[config.mk]
export PLATFORM = sky130hd
export DESIGN_NAME = nvme_sq_fetch
export DESIGN_NICKNAME = d
export VERILOG_FILES = /design/src/rtl/nvme_sq_fetch.sv
export SDC_FILE = /design/constraint.sdc
export NUM_CORES = 1
export LEC_CHECK = 0
export ABC_AREA = 1
export CAP_MARGIN = 20
export CELL_PAD_IN_SITES_DETAIL_PLACEMENT = 0
export CELL_PAD_IN_SITES_GLOBAL_PLACEMENT = 1
export CORE_AREA = 4 4 541 543
export DETAILED_ROUTE_END_ITERATION = 7
export DIE_AREA = 0 0 545 547
export GPL_TIMING_DRIVEN = 1
export PLACE_DENSITY = 0.32
export SYNTH_ARGS = -nofsm -noshare
export SYNTH_HDL_FRONTEND = slang
export SYNTH_SLANG_ARGS = --single-unit
export TNS_END_PERCENT = 20
[constraint.sdc]
create_clock -name clk -period 26.7 [get_ports clk]
set_input_delay 2.67 -clock clk [delete_from_list [all_inputs] [get_ports clk]]
set_output_delay 2.67 -clock clk [all_outputs]
set_load 0.02 [all_outputs]
[src/rtl/nvme_sq_fetch.sv]
// NVMe Submission Queue fetch engine: tracks per-queue head/tail from host tail doorbells,
// fetches one 64-byte command at a time over PCIe and hands it to the command processor.
module nvme_sq_fetch #(
  parameter int SQ_COUNT = 2,
  parameter int SQ_DEPTH = 64
) (
  input  logic                   clk,
  input  logic                   reset,
  input  logic [SQ_COUNT-1:0]    sq_enable,
  input  logic [64*SQ_COUNT-1:0] sq_base,
  input  logic                   sq_dbell_valid,
  input  logic [31:0]            sq_dbell_id,
  input  logic [31:0]            sq_dbell_ptr,
  output logic                   sq_dbell_ack,
  output logic                   sq_dbell_err,
  output logic                   sq_read_req,
  output logic [63:0]            sq_read_addr,
  output logic [31:0]            sq_read_id,
  input  logic                   sq_read_ack,
  input  logic                   sq_rdata_valid,
  input  logic [511:0]           sq_rdata,
  output logic                   cmd_valid,
  output logic [511:0]           cmd_data,
  output logic [31:0]            cmd_sq_id,
  output logic [31:0]            cmd_sq_head,
  input  logic                   cmd_ready,
  output logic [SQ_COUNT-1:0]    sq_empty,
  output logic [1:0]             dbg_state
);

  // Handshakes: a transfer happens on a rising edge where the producer's req/valid and the
  // consumer's ack/ready are both high; the producer holds its payload stable until that edge.

  localparam int PTR_W = $clog2(SQ_DEPTH);
  localparam int ID_W  = (SQ_COUNT > 1) ? $clog2(SQ_COUNT) : 1;

  typedef enum logic [1:0] {
    S_IDLE = 2'd0,
    S_REQ  = 2'd1,
    S_WAIT = 2'd2,
    S_OUT  = 2'd3
  } state_t;

  state_t state, state_nxt;

  logic [PTR_W-1:0] head_q [SQ_COUNT];
  logic [PTR_W-1:0] tail_q [SQ_COUNT];
  logic [ID_W-1:0]  rr_q;
  logic [ID_W-1:0]  sel_id_q;
  logic [63:0]      addr_q;
  logic [PTR_W-1:0] cmd_head_q;
  logic [511:0]     data_q;
  logic             dbell_ack_q;
  logic             dbell_err_q;

  logic [SQ_COUNT-1:0] dbell_hit;
  logic                dbell_ok;
  logic [SQ_COUNT-1:0] fetchable;
  logic                pick_valid;
  logic [ID_W-1:0]     pick_id;
  logic [63:0]         pick_addr;
  logic                cmd_fire;

  // Doorbell decode: one-hot hit on the addressed queue when id, enable and pointer are all legal
  always_comb begin
    dbell_hit = '0;
    for (int i = 0; i < SQ_COUNT; i++) begin
      dbell_hit[i] = sq_dbell_valid && (sq_dbell_id == 32'(i)) && sq_enable[i] &&
                     (sq_dbell_ptr < 32'(SQ_DEPTH));
    end
  end

  assign dbell_ok = |dbell_hit;
  assign cmd_fire = (state == S_OUT) && cmd_ready;

  always_comb begin
    for (int i = 0; i < SQ_COUNT; i++) begin
      sq_empty[i]  = (head_q[i] == tail_q[i]);
      fetchable[i] = sq_enable[i] && (head_q[i] != tail_q[i]);
    end
  end

  // Round-robin pick: first fetchable queue at or after rr_q
  always_comb begin
    int idx;
    idx        = 0;
    pick_valid = 1'b0;
    pick_id    = '0;
    for (int k = 0; k < SQ_COUNT; k++) begin
      idx = int'(rr_q) + k;
      if (idx >= SQ_COUNT) idx = idx - SQ_COUNT;
      if (!pick_valid && fetchable[idx]) begin
        pick_valid = 1'b1;
        pick_id    = ID_W'(idx);
      end
    end
    pick_addr = sq_base[64*int'(pick_id) +: 64] +
                {{(58-PTR_W){1'b0}}, head_q[pick_id], 6'b0};
  end

  // Per-queue pointers; a disabled queue is pinned empty at zero
  always_ff @(posedge clk or posedge reset) begin
    if (reset) begin
      for (int i = 0; i < SQ_COUNT; i++) begin
        head_q[i] <= '0;
        tail_q[i] <= '0;
      end
    end else begin
      for (int i = 0; i < SQ_COUNT; i++) begin
        if (!sq_enable[i]) begin
          head_q[i] <= '0;
          tail_q[i] <= '0;
        end else begin
          if (dbell_hit[i]) tail_q[i] <= sq_dbell_ptr[PTR_W-1:0];
          if (cmd_fire && (sel_id_q == ID_W'(i))) head_q[i] <= head_q[i] + PTR_W'(1);
        end
      end
    end
  end

  always_ff @(posedge clk or posedge reset) begin
    if (reset) begin
      dbell_ack_q <= 1'b0;
      dbell_err_q <= 1'b0;
    end else begin
      dbell_ack_q <= dbell_ok;
      dbell_err_q <= sq_dbell_valid && !dbell_ok;
    end
  end

  // FSM state register
  always_ff @(posedge clk or posedge reset) begin
    if (reset) state <= S_IDLE;
    else       state <= state_nxt;
  end

  // FSM next state
  always_comb begin
    state_nxt = state;
    case (state)
      S_IDLE:  if (pick_valid)     state_nxt = S_REQ;
      S_REQ:   if (sq_read_ack)    state_nxt = S_WAIT;
      S_WAIT:  if (sq_rdata_valid) state_nxt = S_OUT;
      S_OUT:   if (cmd_ready)      state_nxt = S_IDLE;
      default:                     state_nxt = S_IDLE;
    endcase
  end

  // FSM outputs
  always_comb begin
    sq_read_req = (state == S_REQ);
    cmd_valid   = (state == S_OUT);
    dbg_state   = state;
  end

  // Fetch context captured at selection, held through REQ/WAIT/OUT
  always_ff @(posedge clk or posedge reset) begin
    if (reset) begin
      sel_id_q   <= '0;
      addr_q     <= '0;
      cmd_head_q <= '0;
      data_q     <= '0;
      rr_q       <= '0;
    end else begin
      if ((state == S_IDLE) && pick_valid) begin
        sel_id_q   <= pick_id;
        addr_q     <= pick_addr;
        cmd_head_q <= head_q[pick_id] + PTR_W'(1);
        rr_q       <= (pick_id == ID_W'(SQ_COUNT-1)) ? '0 : pick_id + ID_W'(1);
      end
      if ((state == S_WAIT) && sq_rdata_valid) data_q <= sq_rdata;
    end
  end

  assign sq_dbell_ack = dbell_ack_q;
  assign sq_dbell_err = dbell_err_q;
  assign sq_read_addr = addr_q;
  assign sq_read_id   = 32'(sel_id_q);
  assign cmd_data     = data_q;
  assign cmd_sq_id    = 32'(sel_id_q);
  assign cmd_sq_head  = 32'(cmd_head_q);

endmodule

Word level (Yosys, flattened, before mapping)
Index checks and enable logic that the tools add are counted.
{"block": "classes", "n_eq_ne": 16, "mux": 29, "order_cmp": 6, "n_reduce_logical": 21, "bitwise": 2, "n_addsub": 8, "shift": 1}
{"operator": "$shiftx A128 B8 Y64", "n": 1}
{"operator": "$mux W6", "n": 11}
{"operator": "$add A64 B12 Y64", "n": 1}
{"operator": "$lt A32 B3 Y1 const B", "n": 2}
{"operator": "$mux W32", "n": 2}
{"operator": "$eq A32 B1 Y1 const B", "n": 1}
{"operator": "$logic_not A32 Y1", "n": 1}
{"operator": "$lt A32 B7 Y1 const B", "n": 1}
{"operator": "$add A6 B1 Y6 const B", "n": 3}
{"operator": "$logic_and A1 B1 Y1", "n": 15}
{"operator": "$eq A6 B6 Y1", "n": 2}
{"operator": "$ne A2 B1 Y1 const B", "n": 6}
{"operator": "$ne A6 B6 Y1", "n": 2}
{"operator": "$mux W1", "n": 11}
{"operator": "$mux W2", "n": 4}
{"operator": "$pmux W2 S4", "n": 1}
{"operator": "$eq A2 B2 Y1 const B", "n": 2}
{"operator": "$ge A2 B2 Y1 const B", "n": 2}
{"operator": "$ne A2 B2 Y1 const B", "n": 2}
{"operator": "$reduce_and A4 Y1", "n": 1}
{"operator": "$sub A1 B2 Y3 const B", "n": 1}
{"operator": "$sub A2 B2 Y3 const B", "n": 1}
{"operator": "$add A1 B1 Y2 const B", "n": 1}
{"operator": "$eq A2 B1 Y1 const B", "n": 1}
{"operator": "7 further kinds", "n": 8}
{"block": "word_totals", "wordCells": 95, "output_inout_bits": 680, "inputBits": 712, "regBits": 612}

Longest topological paths before layout
Gate-level depths: netlist (run 1).
{"block": "logic_depth", "depth_word": 14, "ltp_mapped": 32, "depth_no_buf": 28}

Worst setup path before layout (run 1)
OpenSTA, ideal clock, no wires.
{"block": "synth_timing", "path_type": "input port to flip-flop", "from": "input sq_enable[1]", "to": "register addr_q[32] (netlist: sq_read_addr[32])", "n_path_buf": 6, "slack_ns": 20.479, "stages": 24, "setup_ns": 0.135, "arrival_time_ns": 6.086, "cell_sequence": "clkbuf_1 nand2_2 inv_2 nand2_4 buf_6 buf_4 buf_2 buf_2 buf_2 nand2_1 nand2_1 ha_1 inv_1 fa_1 nor2_1 a211o_1 nand2_1 o21ai_0 nand3_4 nor2_4 nand3_1 nor2_4 xor2_1 o21ai_0"}
{"block": "synth_via", "elab_chain_cells": 13, "elab_cells_between_ends": 20, "classes_between": "add/sub (1); shift (1); mux (13); bitwise (1); reduce/logical (4)"}
{"element": "start: declaration", "line_no": "9", "text": "input logic [SQ_COUNT-1:0] sq_enable,"}
{"element": "$logic_and A1 B1 Y1 (*)", "line_no": "79", "text": "fetchable[i] = sq_enable[i] && (head_q[i] != tail_q[i]);"}
{"element": "parallel branches: the longest is 12 deep, another holds $add A64 B12 Y64"}
{"element": "end signal: assignment", "line_no": "167", "text": "addr_q <= pick_addr;"}
{"element": "end: declaration", "line_no": "50", "text": "logic [63:0] addr_q;"}
Mark *: on every way between the ends. The select of a mux whose other input is x is not followed.
A chain may end at the register's enable or synchronous reset.

Worst setup path after layout (run 1)
{"block": "layout_timing", "from": "input sq_enable[1]", "to": "register addr_q[56] (netlist: sq_read_addr[56])"}
The elaborated chain is that of the path after synthesis.

==> key figures, run 1 <==
Clock tree
  – CTS max path bufs: 4
  – Postcts setup bufs: 0
  – Clock slew at reported path FFs: 50 ps
  – Clk Latency, worst-skew pair: 790 ps
  – CTS buffer count: 99
  – Hold-fix buffers, CTS: 0
  – Root Buffer: clkbuf_16
  – H-tree depth: 3
  – Post_cts resized: 0
  – CTS tree: built
  – Sink Count: 612

Synth
  – FF+latch count, synth: 612
  – Share of the synthesized area in the top cell type: 54.7%
  – Yosys warning total: 0
  – Gate Count Post-Synth: 2598
  – Sequential share of the synthesized area: 54.7%
  – Top-count cell post-synth: dfrtp_1
  – Top FF cell, synth: dfrtp_1
  – Yosys top cell by area: dfrtp_1
  – Top cells by count, synth: dfrtp_1, nand2_1, mux2_2
  – Post-Syn Area: 28000 um2
  – Syn Area/Cell: 10.8 um2
  – Asr flop ratio synth: 100%
  – Post-synth EDFFs: 0
  – Top post-synthesis cells by area: dfrtp_1, mux2_2, nand2_1, buf_4, inv_1
  – Library cells used by synthesis: 43

Die
  – Chip height: 547 um
  – Die X-Extent: 545 um
  – Initial Util: 9.73%
  – Row count: 197
  – IO Pins: 1392
  – DIE AREA: 298000 um2
  – Core box area: 288000 um2

Cells and area
  – Final net count: 4648
  – Fraction of layout cells with a size suffix above 1: 18.7%
  – Core Util, Final: 16.8%
  – Area growth, synth to finish: 72.9%
  – Non-Filler Instances: 7797

Drt
  – Routed wire length: 220 mm
  – Drt drc: 0
  – Via/cell ratio: 3.19
  – Via count: 24900
  – Pre-antenna DRT Iters: 5
  – Antenna viol nets, final: 0
  – Starting DRC count in detailed routing: 1166
  – Avg WL per Cell: 28.2 um

Power
  – Total power: 5740 uW
  – Clk pwr share: 22.7%
  – Switch share: 40.8%
  – Leak pwr: 0.0198 uW
  – Combinational power share: 48.1%
  – Sequential share of power: 29.2%
  – NetSw: 2340 uW
  – P_int: 3400 uW
  – PD cells: 119 nW/um2
  – Maximum VDD drop: 0.0520 mV

Global route
  – First-pass GRT wire length: 278 mm
  – GR Util All Layers: 14.2%
  – Largest net degree at the start of global routing: 132
  – GR Overflow Total: 0
  – Initial antenna violation count: 187
  – Vias in the first global route: 26100

Job
  – MaxCap Viol Count: 0

Timing
  – Clk_skew: 69.3 ps
  – Hold Vio Cnt, Final: 0
  – Fmax: 0.145 GHz
  – Worst slew pin tran: 1220 ps
  – Period utilisation layout: 25.8%
  – Worst Hold Slack: 483 ps
  – Worst slew margin relative to its limit: 18.5%
  – Total negative slack: 0 ps
  – Final setup violation count: 0
  – Fin. max-slew vios: 0
  – Tmin final: 6890 ps
  – RSZ-0062 raised after global routing: false

Status
  – Outcome: complete, no violations

Worst setup path
  – Kind of critical path: input port to register
  – Worst EP arrival: 7560 ps
  – CP max FO: 44
  – Data required, critical path: 27370 ps
  – Crit end category: register
  – Startpoint types: input port

Place
  – DP HPWL: 184 mm
  – Buffers on Ports: 1303
  – GPL Wtd Cong: 0.786
  – Placed Cells incl. Taps: 7601

Min path
  – Hold WC Path Type: register to register
==> registers in the layout, indices dropped and copies added (netlist names) <==
register      count
cmd_data        512
dbg_state         2
sel_id_q          1
sq_read_addr     64
rr_q              1
cmd_head_q        6
tail_q           12
head_q           12
sq_dbell_ack      1
sq_dbell_err      1
==> path summary, 6_finish.rpt <==
check	startpoint	end	slack, ps	cells after the start
setup / recovery	sq_enable[1]	sq_read_addr[56]$_DFFE_PP0P_	19810	23
hold / removal	sq_read_addr[52]$_DFFE_PP0P_	sq_read_addr[52]$_DFFE_PP0P_	480	2
setup reg to reg	head_q[1]$_DFFE_PP0P_	sq_read_addr[56]$_DFFE_PP0P_	21500	26
hold reg to reg	sq_read_addr[52]$_DFFE_PP0P_	sq_read_addr[52]$_DFFE_PP0P_	480	2
max in group asynchronous	reset	sel_id_q$_DFFE_PP0P_	21370	5
min in group asynchronous	reset	cmd_data[184]$_DFFE_PP0P_	2390	2
==> placed cells by master (no fill, tap or decap), types with 48 or more instances in the layout <==
cell / n
nand2_1: 551
conb_1: 88
o21ai_0: 48
nor2_1: 162
inv_1: 180
dfrtp_1: 612
clkdlybuf4s50_1: 1303
mux2_2: 512
clkbuf_16: 101
nand3_1: 128
==> metal layers <==
| metal | up-vias | part of all wire (%) | wire (um) | GRT usage [%] |
|---|---|---|---|---|
| met4 | 100 | 3.7 | 8200 | 4.95 |
| li1 | 11100 | - | - | - |
| met2 | 1217 | 49 | 108000 | 24.7 |
| met5 | - | 0.30 | 653 | 0 |
| met1 | 12100 | 34 | 74200 | 13.8 |
| met3 | 444 | 13 | 28800 | 8.44 |
==> power groups by stage <==
| stage | Clock, uW | Sequential, uW | Combinational, uW |
|---|---|---|---|
| after floorplan | 0 | 2150 | 639 |
| after global placement | 0 | 1690 | 2890 |
| after detailed placement | 0 | 1700 | 2870 |
| after CTS | 1380 | 1690 | 2880 |
| after global routing | 1410 | 1740 | 2950 |
| final | 1300 | 1670 | 2760 |
==> final cells by class <==
class	instances	area, um2
Antenna cell	24	60.1
Timing Repair Buffer	1325	13200
Inverter	197	747
Sequential cell	612	15300
Clock inverter	20	153
Fill cell	32100	239000
Tap cell	3781	4730
Multi-Input combinational cell	1686	11100
Clock buffer	152	3000
==> critical path: stages <==
cell and delay, ps:
clkdlybuf4s50_1 470, buf_4 220, nand2_2 110, inv_2 300, nand2_4 360, inv_1 470, nand2_1 110, nand2_1 80
ha_1 200, inv_1 70, fa_1 410, nor2_1 120, a211o_1 170, nand2_1 80, o21ai_0 530, nand3_4 210
nor2_4 190, nand3_1 170, nor2_4 240, nand3_1 100, nand2_1 70, nand3_1 70, nand2_1 90
==> stage by stage <==
stage,setup slack (ps),instance area [um2]
5_1_grt,19380,48300
4_1_cts,19880,48300
6_report,19810,48400
3_5_place_dp,19020,45200
2_1_floorplan,6890,28300
3_3_place_gp,19150,45200
==> logic make-up after synthesis <==
kind of cell	count (synthesis)	share of synthesized area, %
AND/OR/NAND/NOR	960	14.9
flip-flops	612	54.7
multiplexers	512	20.6
buffers and inverters	387	6.72
AO/OA/AOI/OAI	100	1.99
adder cells (fa/ha/maj)	15	0.698
XOR/XNOR	11	0.344
other	1	0.0134
Power figures use the tool's default switching activity.
==> run 2: changes to the inputs <==
--- a/config.mk
+++ b/config.mk
@@ -9,11 +9,11 @@
 export CAP_MARGIN = 20
 export CELL_PAD_IN_SITES_DETAIL_PLACEMENT = 0
 export CELL_PAD_IN_SITES_GLOBAL_PLACEMENT = 1
-export CORE_AREA = 4 4 541 543
+export CORE_AREA = 4 4 538 540
 export DETAILED_ROUTE_END_ITERATION = 7
-export DIE_AREA = 0 0 545 547
+export DIE_AREA = 0 0 542 544
 export GPL_TIMING_DRIVEN = 1
-export PLACE_DENSITY = 0.32
+export PLACE_DENSITY = 0.33
 export SYNTH_ARGS = -nofsm -noshare
 export SYNTH_HDL_FRONTEND = slang
 export SYNTH_SLANG_ARGS = --single-unit
==> constraint.sdc (replaced) <==
create_clock -name clk -period 6.3 [get_ports clk]
set_input_delay 0.63 -clock clk [delete_from_list [all_inputs] [get_ports clk]]
set_output_delay 0.63 -clock clk [all_outputs]
set_load 0.02 [all_outputs]
==> run 2 against run 1 <==
  * Global-route usage rose by 0.68 points
  * Sequential power rose to 4.2 times the previous value
  * Clock power rose to 4.6 times the previous value
  * Highest routed layer unchanged
==> key figures, run 2 (synthesis gave the netlist of run 1 again) <==
Status
  – Outcome: complete, no violations

Worst setup path
  – FF-to-FF Start: head_q[6]$_DFFE_PP0P_
  – CP max FO: 40
  – Data required, critical path: 6860 ps
  – Kind of critical path: register to register
  – Worst EP arrival: 5530 ps
  – Crit path from: head_q[6]$_DFFE_PP0P_
  – Startpoint types: register
  – Crit end category: register

Timing
  – Worst slew pin tran: 1080 ps
  – Fin. max-slew vios: 0
  – Period utilisation layout: 78.9%
  – Fmax: 0.201 GHz
  – Final setup violation count: 0
  – Final worst slack: 1330 ps
  – RSZ-0062 raised after global routing: false
  – Hold Vio Cnt, Final: 0
  – Tmin final: 4970 ps
  – Worst slew margin relative to its limit: 28.1%
  – Clk_skew: 82.0 ps

Cells and area
  – Multi-input logic area: 11100 um2
  – Fraction of layout cells with a size suffix above 1: 19.1%
  – Final net count: 4654
  – Commonest non-fill, non-tap cells in the layout: clkdlybuf4s50_1, dfrtp_1, nand2_1
  – Non-Filler Instances: 7777
  – Max FFs per register: 512
  – Area growth, synth to finish: 73.9%
  – Register area: 15300 um2
  – Fillers: 31700
  – Most common cell after layout, fill and taps aside: clkdlybuf4s50_1

Die
  – Core box area: 284000 um2
  – Die X-Extent: 542 um
  – IO Pins: 1392
  – Row count: 196
  – Chip height: 544 um
  – DIE AREA: 295000 um2
  – Initial Util: 9.83%

Drt
  – Via/cell ratio: 3.22
  – Starting DRC count in detailed routing: 1105
  – Via count: 25000
  – M1 WL: 76.6 mm
  – Pre-antenna DRT Iters: 5
  – Met2 WL: 113 mm
  – Routed wire length: 228 mm
  – Drt drc: 0
  – Met3 wire length: 31.0 mm
  – Antenna viol nets, final: 0
  – Top sig layer: met5
  – Avg WL per Cell: 29.3 um

Clock tree
  – Root Buffer: clkbuf_16
  – Clk Latency, worst-skew pair: 800 ps
  – Hold-fix buffers, CTS: 0
  – CTS max path bufs: 4
  – Sink Count: 612
  – CTS tree: built
  – CTS buffer count: 100
  – Post_cts resized: 0
  – Postcts setup bufs: 0
  – Clock slew at reported path FFs: 60 ps
  – H-tree depth: 3

Power
  – Maximum VDD drop: 0.230 mV
  – PD cells: 506 nW/um2
  – Leak pwr: 0.0200 uW

Global route
  – GR Util All Layers: 14.9%
  – Vias in the first global route: 26100
  – Largest net degree at the start of global routing: 144
  – GR Overflow Total: 0
  – First-pass GRT wire length: 287 mm
  – Initial antenna violation count: 224

Place
  – Pre-CTS setup slack: 869 ps
  – DP HPWL: 191 mm
  – Buffers on Ports: 1303
  – GPL Wtd Cong: 0.804
  – Placed Cells incl. Taps: 7587

Min path
  – Hold WC Path Type: input port to async pin

Job
  – MaxCap Viol Count: 0
==> run 2: cell count changes in the layout (fill, tap and decap cells not counted), moves of 3 or more <==
cell,delta
buf_12,+7
diode_2,-10
clkbuf_1,-7
clkbuf_8,-6
clkinv_4,+3
clkinvlp_4,+3
bufinv_16,+9
clkinv_2,+4
==> run 2: where the power goes <==
part | total (uW) | internal [uW] | leakage, uW | switching, uW
Sequential | 7020 | 5850 | 0.00735 | 1170
Combinational | 11700 | 5290 | 0.0109 | 6400
Clock | 5920 | 3590 | 0.00166 | 2330
Total | 24600 | 14700 | 0.0200 | 9900
==> run 2: path summary, 6_finish.rpt <==
path	endpoint	slack [ps]	cells after the start
setup / recovery	sq_read_addr[26]$_DFFE_PP0P_	1330	23
hold / removal	cmd_data[494]$_DFFE_PP0P_	150	2
setup reg to reg	sq_read_addr[26]$_DFFE_PP0P_	1330	23
hold reg to reg	sq_read_addr[54]$_DFFE_PP0P_	470	2
max in group asynchronous	cmd_data[165]$_DFFE_PP0P_	4540	4
min in group clk	cmd_data[18]$_DFFE_PP0P_	370	2
==> run 2: through the flow <==
stage	TNS (ps)	total power [uW]	instance area (um2)	utilization (%)	hold WS (ps)
5_1_grt	0	26100	48600	17.1	136
3_3_place_gp	0	19200	45300	15.9	473
3_5_place_dp	0	19200	45300	15.9	465
4_1_cts	0	25500	48600	17.1	65.4
6_report	0	24600	48700	17.1	154
2_1_floorplan	-1640820	11800	28300	-	453
==> run 2: per-layer routing <==
metal  track usage, %  up-vias
met3             9.56      504
li1                 -    11100
met1             14.4    12100
met5                0        -
met2             26.5     1236
met4             2.88      122
==> run 2: critical path, stage by stage (launching register included) <==
cell     delay (ps)
dfrtp_1         460
inv_1           120
nand2_1          70
nand2_1          50
nor2_1          130
nand3_2         160
nand3_4         110
nand2_4         290
inv_1           480
nand2_1         110
nand2_1          90
ha_1            200
inv_1            70
fa_1            410
nor2_1          140
a211o_1         170
nand2_1          90
o21ai_0         480
nand3_4         190
nor2_4          260
nand2_1         160
nor2_2          250
xor2_1          170
o21ai_0          90
==> run 2: area by class of cell <==
cell class / instances / area share, %
antenna: 14 / 0.0720
clock buffer: 139 / 5.94
clock inverter: 37 / 0.977
inverter: 197 / 1.53
multi-input combinational: 1686 / 22.9
sequential: 612 / 31.5
tap: 3762 / 9.67
timing repair buffer: 1330 / 27.5
==> run 3: changes to the inputs <==
==> constraint.sdc (replaced) <==
create_clock -name clk -period 4.2 [get_ports clk]
set_input_delay 0.42 -clock clk [delete_from_list [all_inputs] [get_ports clk]]
set_output_delay 0.42 -clock clk [all_outputs]
set_load 0.02 [all_outputs]
==> run 3 against run 2 <==
  * Register-to-register slack got worse by 990 ps
  * Fmax increased by 29%
  * Cell area increased by 1.1%
  * First-iteration DRC count increased by 3.2%
  * Global-route usage decreased by 0.052 points
  * Clock power increased by 47%
  * Worst setup slack got worse by 990 ps
  * Sequential power increased by 51%
  * Worst hold slack got worse by 56 ps
  * Critical path type unchanged
  * Critical endpoint is now sq_read_addr[32]$_DFFE_PP0P_
==> key figures, run 3 (synthesis gave the netlist of run 1 again) <==
Die
  – Die X-Extent: 542 um
  – Initial Util: 9.83%
  – Row count: 196
  – Core box area: 284000 um2
  – DIE AREA: 295000 um2
  – IO Pins: 1392
  – Chip height: 544 um

Power
  – Maximum VDD drop: 0.348 mV
  – PD cells: 749 nW/um2
  – Leak pwr: 0.0202 uW

Job
  – MaxCap Viol Count: 0

Clock tree
  – CTS tree: built
  – Root Buffer: clkbuf_16
  – CTS buffer count: 100
  – Hold-fix buffers, CTS: 0
  – Clk Latency, worst-skew pair: 790 ps
  – CTS max path bufs: 4
  – H-tree depth: 3
  – Clock slew at reported path FFs: 60 ps
  – Sink Count: 612

Place
  – Buffers on Ports: 1303
  – DP HPWL: 194 mm
  – GPL Wtd Cong: 0.815
  – DP Area: 45700 um2

Worst setup path
  – CP max FO: 11
  – Crit end category: register
  – Cells along the critical path: inv_1 -> nand2_1 -> nand2_1 -> nor2_2 -> nand3_2 -> nand3_4 -> nand2_4 -> o21ai_4 -> ha_1 -> inv_1 -> fa_1 -> nor2_1 -> a211o_1 -> nand2_1 -> o21ai_1 -> buf_4 -> nand3_4 -> nor2_4 -> nand3_2 -> nor2_4 -> xor2_1 -> o21ai_0
  – Crit-path max cell delay: 400 ps
  – Worst path top cell family by delay: simple AND/OR/NAND/NOR gates
  – Startpoint types: register
  – R2r setup slk: 340 ps
  – Slowest CP cell: dfrtp_1
  – Data required, critical path: 4760 ps
  – Worst EP arrival: 4420 ps
  – Cell repeated most along the worst path: nand2_1
  – CP bufs+invs: 3
  – Kind of critical path: register to register
  – RR Endpoint: sq_read_addr[32]$_DFFE_PP0P_
  – Cell count along the critical path: 22
  – R2R depth: 22
  – FF-to-FF Start: head_q[6]$_DFFE_PP0P_

Global route
  – Initial antenna violation count: 232
  – Largest net degree at the start of global routing: 80
  – Vias in the first global route: 26200
  – GR Util All Layers: 14.8%
  – First-pass GRT wire length: 287 mm
  – GR Overflow Total: 0

Timing
  – Worst slew pin tran: 1010 ps
  – Worst Hold Slack: 97.4 ps
  – Clk_skew: 76.1 ps
  – Tmin final: 3860 ps
  – RSZ-0062 raised after global routing: false
  – Period utilisation layout: 92.0%
  – Hold Vio Cnt, Final: 0
  – Fin. max-slew vios: 0
  – Final setup violation count: 0
  – Worst slew margin relative to its limit: 33.0%
  – Fmax: 0.259 GHz

Drt
  – Drt drc: 0
  – Via count: 25300
  – Routed wire length: 228 mm
  – Starting DRC count in detailed routing: 1140
  – Pre-antenna DRT Iters: 5
  – Via/cell ratio: 3.23
  – Avg WL per Cell: 29.1 um
  – Antenna viol nets, final: 0

Cells and area
  – Fillers: 31600
  – Fraction of layout cells with a size suffix above 1: 20.2%
  – Commonest non-fill, non-tap cells in the layout: clkdlybuf4s50_1, dfrtp_1, nand2_1
  – Most common cell after layout, fill and taps aside: clkdlybuf4s50_1
  – Max FFs per register: 512
  – Area growth, synth to finish: 75.8%
  – Design Area, Final: 49200 um2
  – Core Util, Final: 17.3%
  – Final net count: 4714

Min path
  – Hold WC Path Type: input port to async pin

Status
  – Outcome: complete, no violations
## run 3: metal layers
metal / track usage (%) / up-vias / wire length (um)
li1: - / 11200 / -
met1: 14.8 / 12200 / 78100
met2: 26.5 / 1306 / 114000
met3: 8.39 / 506 / 28600
met4: 3.35 / 104 / 6650
met5: 0 / - / 628
## run 3: where the power goes
part	switching [uW]	internal (uW)	total, uW	leakage (uW)
combinational	9600	8000	17600	0.0113
sequential	1810	8770	10600	0.00735
clock	3370	5310	8680	0.00161
## run 3: repair_timing
item                                    4_1_cts  5_1_grt
setup buffers                                 0        7
endpoints found under the setup margin        0       24
resized for setup                             0       14
## run 3: through the flow
stage               setup TNS [ps]  power [uW]  cells  setup WS (ps)
finish                           0       36900   7837            338
global route                     0       38900   7825           3.73
CTS                              0       38000   7810           33.8
detailed placement           -1320       28800   7639           -194
global placement              -742       28900   7639           -105
floorplan                 -2797500       17800   2685          -4570
## run 3: worst max-delay path by stage
stage | startpoint | endpoint | slack (ps)
after floorplan | reset | cmd_data[0]$_DFFE_PP0P_ | -4570
after global placement | sq_enable[1] | sq_read_addr[32]$_DFFE_PP0P_ | -100
after detailed placement | sq_enable[1] | sq_read_addr[32]$_DFFE_PP0P_ | -190
after CTS | head_q[1]$_DFFE_PP0P_ | sq_read_addr[32]$_DFFE_PP0P_ | 30
after global routing | head_q[6]$_DFFE_PP0P_ | sq_read_addr[32]$_DFFE_PP0P_ | 4
final | head_q[6]$_DFFE_PP0P_ | sq_read_addr[32]$_DFFE_PP0P_ | 340
## run 3: final cells by class
class / instances / area [um2] / area share [%]
sequential: 612 / 15300 / 31.1
clock buffer: 143 / 2860 / 5.82
antenna: 19 / 47.5 / 0.0967
inverter: 197 / 746 / 1.52
tap: 3762 / 4710 / 9.57
clock inverter: 28 / 442 / 0.898
timing repair buffer: 1389 / 13900 / 28.2
multi-input combinational: 1687 / 11200 / 22.7
